[src/rtl/lsu_mem_stage.sv]
// Memory-stage load/store unit: single-outstanding req/ack bus master with byte lanes and load formatting.
// Optional macro LSU_TIMEOUT_EN aborts a BUSY access after TIMEOUT_CYC cycles without bus_ack.
module lsu_mem_stage #(
    parameter int unsigned TIMEOUT_CYC = 16
) (
    input  logic        clk,
    input  logic        rst,
    input  logic        MemReadM,
    input  logic        MemWriteM,
    input  logic [2:0]  Funct3M,
    input  logic [31:0] ALUResultM,
    input  logic [31:0] BM,
    output logic [31:0] ReadDataM,
    output logic        StallM,
    output logic        FaultM,
    output logic        bus_req,
    output logic        bus_we,
    output logic [31:0] bus_addr,
    output logic [3:0]  bus_be,
    output logic [31:0] bus_wdata,
    input  logic        bus_ack,
    input  logic [31:0] bus_rdata
);

    localparam int unsigned DATA_W = 32;

    typedef enum logic [1:0] {
        S_IDLE = 2'd0,
        S_BUSY = 2'd1,
        S_DONE = 2'd2
    } state_t;

    state_t              state_q, state_d;
    logic [2:0]          ld_f3_q;
    logic [1:0]          addr_lo_q;
    logic [DATA_W-1:0]   rdata_q;

    logic                acc_c, illegal_c, misalign_c, bad_c;
    logic                start_c, ack_take_c, timeout_c, done_fault_c;
    logic [3:0]          be_c;
    logic [DATA_W-1:0]   wdata_c;

    // Access legality decode on the M-stage inputs
    always_comb begin
        acc_c      = MemReadM | MemWriteM;
        illegal_c  = 1'b0;
        misalign_c = 1'b0;
        if (MemReadM && MemWriteM)
            illegal_c = 1'b1;
        if (MemReadM && (Funct3M == 3'b011 || Funct3M == 3'b110 || Funct3M == 3'b111))
            illegal_c = 1'b1;
        if (MemWriteM && !(Funct3M == 3'b000 || Funct3M == 3'b001 || Funct3M == 3'b010))
            illegal_c = 1'b1;
        if (Funct3M[1:0] == 2'b01 && ALUResultM[0])
            misalign_c = 1'b1;
        if (Funct3M == 3'b010 && ALUResultM[1:0] != 2'b00)
            misalign_c = 1'b1;
        bad_c = acc_c & (illegal_c | misalign_c);
    end

    // Byte enables and lane-replicated store data
    always_comb begin
        be_c    = 4'b0000;
        wdata_c = BM;
        case (Funct3M[1:0])
            2'b00: begin
                be_c    = 4'(4'b0001 << ALUResultM[1:0]);
                wdata_c = {4{BM[7:0]}};
            end
            2'b01: begin
                be_c    = ALUResultM[1] ? 4'b1100 : 4'b0011;
                wdata_c = {2{BM[15:0]}};
            end
            default: begin
                be_c    = 4'b1111;
                wdata_c = BM;
            end
        endcase
    end

`ifdef LSU_TIMEOUT_EN
    localparam int unsigned CNT_W = $clog2(TIMEOUT_CYC + 1);

    logic [CNT_W-1:0] to_cnt_q;
    logic             to_fault_q;

    assign timeout_c    = (state_q == S_BUSY) && !bus_ack &&
                          (to_cnt_q == CNT_W'(TIMEOUT_CYC - 1));
    assign done_fault_c = to_fault_q;

    // BUSY-cycle watchdog; cleared on every new access
    always_ff @(posedge clk) begin
        if (rst) begin
            to_cnt_q   <= '0;
            to_fault_q <= 1'b0;
        end else begin
            to_fault_q <= timeout_c;
            if (start_c)
                to_cnt_q <= '0;
            else if (state_q == S_BUSY && !bus_ack)
                to_cnt_q <= to_cnt_q + CNT_W'(1);
        end
    end
`else
    logic unused_timeout_cyc;
    assign unused_timeout_cyc = ^32'(TIMEOUT_CYC);
    assign timeout_c          = 1'b0;
    assign done_fault_c       = 1'b0;
`endif

    // Next-state and pipeline control
    always_comb begin
        state_d    = state_q;
        StallM     = 1'b0;
        FaultM     = 1'b0;
        start_c    = 1'b0;
        ack_take_c = 1'b0;
        case (state_q)
            S_IDLE: begin
                if (acc_c) begin
                    if (bad_c) begin
                        FaultM = 1'b1;
                    end else begin
                        StallM  = 1'b1;
                        start_c = 1'b1;
                        state_d = S_BUSY;
                    end
                end
            end
            S_BUSY: begin
                StallM = 1'b1;
                if (bus_ack) begin
                    ack_take_c = 1'b1;
                    state_d    = S_DONE;
                end else if (timeout_c) begin
                    state_d = S_DONE;
                end
            end
            S_DONE: begin
                FaultM  = done_fault_c;
                state_d = S_IDLE;
            end
            default: state_d = S_IDLE;
        endcase
    end

    // State, bus and capture registers
    always_ff @(posedge clk) begin
        if (rst) begin
            state_q   <= S_IDLE;
            bus_req   <= 1'b0;
            bus_we    <= 1'b0;
            bus_addr  <= '0;
            bus_be    <= '0;
            bus_wdata <= '0;
            ld_f3_q   <= '0;
            addr_lo_q <= '0;
            rdata_q   <= '0;
        end else begin
            state_q <= state_d;
            if (start_c) begin
                bus_req   <= 1'b1;
                bus_we    <= MemWriteM;
                bus_addr  <= {ALUResultM[31:2], 2'b00};
                bus_be    <= be_c;
                bus_wdata <= wdata_c;
                ld_f3_q   <= Funct3M;
                addr_lo_q <= ALUResultM[1:0];
            end
            if (ack_take_c) begin
                bus_req <= 1'b0;
                rdata_q <= bus_rdata;
            end else if (timeout_c) begin
                bus_req <= 1'b0;
                rdata_q <= '0;
            end
        end
    end

    // Load formatting; stores and non-DONE cycles present zero
    always_comb begin
        logic [7:0]  byte_c;
        logic [15:0] half_c;
        ReadDataM = '0;
        case (addr_lo_q)
            2'd0:    byte_c = rdata_q[7:0];
            2'd1:    byte_c = rdata_q[15:8];
            2'd2:    byte_c = rdata_q[23:16];
            default: byte_c = rdata_q[31:24];
        endcase
        half_c = addr_lo_q[1] ? rdata_q[31:16] : rdata_q[15:0];
        if (state_q == S_DONE && !bus_we) begin
            case (ld_f3_q[1:0])
                2'b00:   ReadDataM = {{24{byte_c[7] & ~ld_f3_q[2]}}, byte_c};
                2'b01:   ReadDataM = {{16{half_c[15] & ~ld_f3_q[2]}}, half_c};
                2'b10:   ReadDataM = rdata_q;
                default: ReadDataM = '0;
            endcase
        end
    end

endmodule

[config.mk]
export PLATFORM = sky130hd
export DESIGN_NAME = lsu_mem_stage
export DESIGN_NICKNAME = d
export VERILOG_FILES = /design/src/rtl/lsu_mem_stage.sv
export SDC_FILE = /design/constraint.sdc
export NUM_CORES = 1
export LEC_CHECK = 0
export ABC_CLOCK_PERIOD_IN_PS = 1700
export CAP_MARGIN = 30
export CORE_AREA = 2 2 117 119
export CTS_BUF_LIST = sky130_fd_sc_hd__clkbuf_16
export CTS_CLUSTER_SIZE = 25
export DETAILED_ROUTE_END_ITERATION = 10
export DIE_AREA = 0 0 119 121
export GPL_TIMING_DRIVEN = 0
export PLACE_DENSITY = 0.75
export SLEW_MARGIN = 40
export SYNTH_ARGS = -nofsm -noshare
export SYNTH_HDL_FRONTEND = slang
export SYNTH_SLANG_ARGS = --single-unit
[constraint.sdc]
create_clock -name clk -period 1.7 [get_ports clk]
set_input_delay 0.255 -clock clk [delete_from_list [all_inputs] [get_ports clk]]
set_output_delay 0.255 -clock clk [all_outputs]
set_load 0.005 [all_outputs]
## Word-level counts from Yosys, hierarchy flattened

Index checks and enable logic that the tools add are counted.

- Flip-flop bits (word level): 107
- Bits of input ports: 104
- Word-level logic and storage cells: 76
- Output and inout bits: 104

- Bitwise gates (word level): 6
- Equal/unequal tests: 15
- Multiplexer cells: 25
- Shift operators: 1
- Reduce and logical (&&, ||, !) cells: 20

Operator list:

| kind | number |
|---|---|
| $pmux 32 s3 | 1 |
| $pmux 32 s2 | 1 |
| $mux 32 | 1 |
| $pmux 8 s3 | 1 |
| $mux 16 | 1 |
| $mux 1 | 13 |
| $eq 2x1->1 const B | 4 |
| $logic_not 2->1 | 4 |
| $pmux 4 s2 | 1 |
| $eq 2x2->1 const B | 3 |
| $eq 3x2->1 const B | 2 |
| $eq 3x3->1 const B | 2 |
| $logic_and 1x1->1 | 6 |
| $mux 2 | 3 |
| $ne 2x2->1 const B | 3 |
| $logic_or 1x1->1 | 4 |
| $mux 4 | 1 |
| $pmux 2 s2 | 1 |
| $shl 1x2->4 const A | 1 |
| $and 1x1->1 | 3 |
| $eq 3x1->1 const B | 1 |
| $logic_not 3->1 | 1 |
| $reduce_and 3->1 | 1 |
| $logic_not 1->1 | 2 |
| 5 further kinds | 6 |

## Depth between registers and ports, before layout

- Word-level depth: 11
- Gate-level depth with buffers: 8
- Gate-level depth less buffers: 5

## Worst setup path before layout

No wires, ideal clock.

- Path type: register -> output
- From: reg addr_lo_q[1]
- To: out ReadDataM[6]
- Stages on the path, launching flop included: 7
- Slack: -0.020 ns
- Arrival: 1.465 ns
- Path buffers: 2
- Required time: 1.445 ns
- Cell sequence: dfxtp_1 buf_2 buf_2 mux2i_1 mux2i_1 a221oi_1 nor2_1

- Cells in the longest elaborated chain, start to end: 4
- Elaborated cells on any way between the ends: 7
- Those cells by class: 2 x eq/ne; 4 x mux; 1 x reduce/logical

RTL lines:

| item | RTL line | text |
|---|---|---|
| from (decl) | 35 | `logic [1:0] addr_lo_q;` |
| from (signal assigned) | 168 | `addr_lo_q <= ALUResultM[1:0];` |
| $eq 2x2->1, or another cell as far along | 185 | `case (addr_lo_q)` |
| $pmux 8 s3 | 185 |  |
| $pmux 32 s3 (*) | 193 | `case (ld_f3_q[1:0])` |
| $mux 32 (*) | 192 | `if (state_q == S_DONE && !bus_we) begin` |
| to (decl) | 13 | `output logic [31:0] ReadDataM,` |

Every way passes the cells marked *; elsewhere a longest branch is shown, timed or not.

## Worst setup path in the final report

- From: reg addr_lo_q[1]
- To: out ReadDataM[26]

- Cells in the longest elaborated chain, start to end: 5
- Elaborated cells on any way between the ends: 9
- Those cells by class: 2 x eq/ne; 4 x mux; 2 x bitwise; 1 x reduce/logical

RTL lines:

| item | RTL line | text |
|---|---|---|
| $eq 2x2->1, or another cell as far along | 185 |  |
| $pmux 8 s3 | 185 |  |
| $and 1x1->1 | 194 | `2'b00: ReadDataM = {{24{byte_c[7] & ~ld_f3_q[2]}}, byte_c};` |
| $pmux 32 s3 (*) | 193 |  |
| $mux 32 (*) | 192 |  |

Marks and branches as above.

==> flow_metrics.env <==
export IMPL_outcome="complete, but fails checks"
export IMPL_violations="negative setup slack"
export IMPL_dp_hpwl_um=13800
export IMPL_postCtsHoldBufs=0
export IMPL_clk_pin_slew_ns=0.07
export IMPL_crit_cells=9
export IMPL_cts_sinks=107
export IMPL_min_period_ns=2.36
export IMPL_io_pins=208
export IMPL_vias=5783
export IMPL_drive_gt1_share_pct=24.5
export IMPL_internal_power_mw=4.61
export IMPL_drt_wl_total_um=20100
export IMPL_avgViaCountPerCell=5.62
export IMPL_pwr_share_seq_pct=42.4
export IMPL_cp_common_cell="buf_6"
export IMPL_overflow=0
export IMPL_max_cap_violations=0
export IMPL_die_h_um=121
export IMPL_antenna_found_initial=0
export IMPL_die_x_um=119
export IMPL_ir_worst_vdd_v=0.000478
export IMPL_synthCells=589
export IMPL_crit_type="flip-flop to primary output"
export IMPL_cp_num_buf_inv=4
export IMPL_yosys_warnings=0
export IMPL_drv_slew=0
export IMPL_power_mw=6.58
export IMPL_rsz0062_at_grt="yes"
export IMPL_ys_ff_latch=107
export IMPL_critical_path_top_delay_family="buffers and inverters"
export IMPL_clkPwrFrac_pct=31.3
export IMPL_relSlewSlack_pct=63.9
export IMPL_clock_latency_ns=0.35
export IMPL_timing_rr_end="rdata_q[18]"
export IMPL_cp_endpoint="ReadDataM[26]"
export IMPL_startpoint="addr_lo_q[1]"
export IMPL_wire_per_inst_um=19.5
export IMPL_io_buffers=203
export IMPL_timing_final_crit_share_pct=139
export IMPL_worst_path_largest_cell_delay_ns=0.35
export IMPL_power_leakage_nw=3.03
export IMPL_drc_errors=0
export IMPL_cts_htree_levels=3
export IMPL_powerDensity_mw_per_mm2=794
export IMPL_start_util_pct=38.1
export IMPL_slowest_stage="dfxtp_2"
export IMPL_power_switching_mw=1.96
export IMPL_grt_max_degree=20
export IMPL_pwr_share_comb_pct=26.4
export IMPL_reg2reg_slack_ns=0.04
export IMPL_setup_viol=38
export IMPL_p_sw_share_pct=29.9
export IMPL_tightest_slew_ns=0.540
export IMPL_critPathRequiredTime_ns=1.44
export IMPL_setup_tns_final_ns=-17.47
export IMPL_crit_fanout=8
export IMPL_syn_cell_area_mm2=0.00499
export IMPL_fmax_ghz=0.424
export IMPL_drt_initial_drc_count=488
export IMPL_avgSynthCellArea_um2=8.47
export IMPL_root_buffer="clkbuf_16"
export IMPL_antenna_left=0
export IMPL_critPathLaunchType="flip-flop"
export IMPL_seq_area_frac_synth_pct=42.9
export IMPL_worstHoldPathType="primary input to flip-flop"
export IMPL_finClkSkew_ns=0.00694
export IMPL_core_rowCount=42
export IMPL_globalRouteTotalUtil_pct=26.1
export IMPL_antennaDiodeCount=0
export IMPL_dp_slack_ns=-1.02
export IMPL_rr_worst_depth=5
export IMPL_rr_startpoint="state_q[0]"
export IMPL_cts_tree="done"
export IMPL_worst_setup_path_end_kind="primary output"
export IMPL_fin_hold_ws_ns=0.178
export IMPL_grt_pass1_vias=5718
export IMPL_drtPass1Iterations=7
export IMPL_crit_chain="buf_6 -> mux2i_2 -> nand2_1 -> o211ai_1 -> a21o_1 -> buf_6 -> buf_6 -> a21oi_2 -> buf_2"
export IMPL_ys_types=38
export IMPL_fin_nets=952
export IMPL_clk_path_buf_depth=2
export IMPL_fin_util_pct=63.3
export IMPL_core_region_area_mm2=0.0131
export IMPL_fillers=1054
export IMPL_gp_congestion=0.874
export IMPL_area_growth_pct=66.1
export IMPL_grt_pass1_wl_um=29700
export IMPL_worst_slack_ns=-0.659
export IMPL_hold_viol_final=0
export IMPL_numCtsBuffers=9
export IMPL_die_area_mm2=0.0144
export IMPL_worstPathArrival_ns=2.10
[cell usage in the layout, fill, tap and decap left out, drive strengths merged, types with 2 or more instances in the layout]
cell           instances
a211oi                12
a21oi                104
a221oi                 7
a22o                  32
a22oi                  7
a311oi                 8
buf                  106
clkbuf                46
clkdlybuf4s50        164
clkinv                 3
conb                   2
dfxtp                107
dlygate4sd2            2
inv                    4
mux2i                 38
nand2                 29
nand2b                 5
nand3                 45
nor2                  30
nor2b                 12
o211ai                 2
o21a                   3
o21ai                 63
o31ai                  8
[state kept, by name (all words and copies together) (netlist names)]
register,count
bus_we,1
state_q,2
bus_req,1
bus_addr,30
ld_f3_q,3
bus_be,4
addr_lo_q,2
bus_wdata,32
rdata_q,32
[metal layers]
layer  wire, µm  vias to the layer above  track usage, %
met1       8100                     2710            32.5
met3       1570                       87            6.16
met2       9420                      298            42.2
met4        990                        0            13.4
li1           -                     2688               -
met5          0                        -               0
[worst min-delay path, cell delays in order]
cell and delay, ns:
buf_8 0.10, nand3_1 0.06, a21oi_1 0.06
[area by class of cell]
cell class / count / area, µm² / share of cell area (%)
tap: 176 / 220 / 2.66
clock inverter: 7 / 60.1 / 0.725
timing repair buffer: 251 / 2350 / 28.4
sequential: 107 / 2160 / 26.0
clock buffer: 9 / 225 / 2.72
inverter: 1 / 3.75 / 0.0453
multi-input combinational: 419 / 2880 / 34.8
buffer: 59 / 388 / 4.68
[Yosys cell counts, drive strengths merged]
cell type	count	area share, %
inv	1	0.075
or2	1	0.13
mux2	1	0.23
dfxtp	107	43
o211ai	2	0.30
a31oi	1	0.13
a311oi	8	1.4
conb	1	0.075
and4bb	1	0.25
o31ai	8	1.2
nor3b	1	0.15
a22o	32	5.6
nand4	1	0.13
and2	1	0.13
a211oi	12	1.8
o21a	3	0.45
nand2b	5	0.63
nand2	29	2.3
nor3	1	0.10
a32oi	1	0.18
buf	25	3.4
clkbuf	38	2.9
a21o	1	0.15
and4	1	0.23
mux2i	38	7.6
a221oi	7	1.2
a21oi	104	10
o21bai	1	0.15
a22oi	7	1.1
nor2b	12	1.5
nand3	45	4.5
nor2	30	2.3
o21ai	63	6.3
[what timing repair did]
action	4_1_cts	5_1_grt
cloned	0	0
pin swaps	37	21
gates resized for setup	262	60
setup endpoints to repair	127	136
setup buffers	40	14
[power groups by stage]
| stage | Clock [mW] | Combinational (mW) | Sequential [mW] |
|---|---|---|---|
| 2_1_floorplan | 0 | 0.650 | 2.82 |
| 3_3_place_gp | 0 | 1.38 | 2.82 |
| 3_5_place_dp | 0 | 1.41 | 2.82 |
| 4_1_cts | 2.07 | 1.64 | 2.78 |
| 5_1_grt | 2.17 | 1.85 | 2.80 |
| 6_report | 2.06 | 1.74 | 2.79 |
[worst min-delay path by stage]
stage,from,to,slack [ns],cells past startpoint
after floorplan,bus_rdata[0],rdata_q[0],0.38,1
after global routing,Funct3M[2],ld_f3_q[2],0.18,3
after global placement,bus_req,bus_req,0.45,1
after detailed placement,bus_req,bus_req,0.47,1
after CTS,ALUResultM[1],addr_lo_q[1],0.16,3
final,Funct3M[2],ld_f3_q[2],0.18,3
[through the flow]
stage	instance area [µm²]	cells
2_1_floorplan	4990	590
3_5_place_dp	7250	969
5_1_grt	8290	1029
6_report	8290	1029
3_3_place_gp	7250	969
4_1_cts	8070	1022
[cell families after synthesis]
| group | share of synthesized area, % |
|---|---|
| buffers and inverters | 6.37 |
| and+or+nand+nor | 12.3 |
| AOI/OAI and AO/OA | 30.4 |
| DFF | 42.9 |
| other | 0.0752 |
| muxes | 7.85 |
Power figures use the tool's default switching activity.
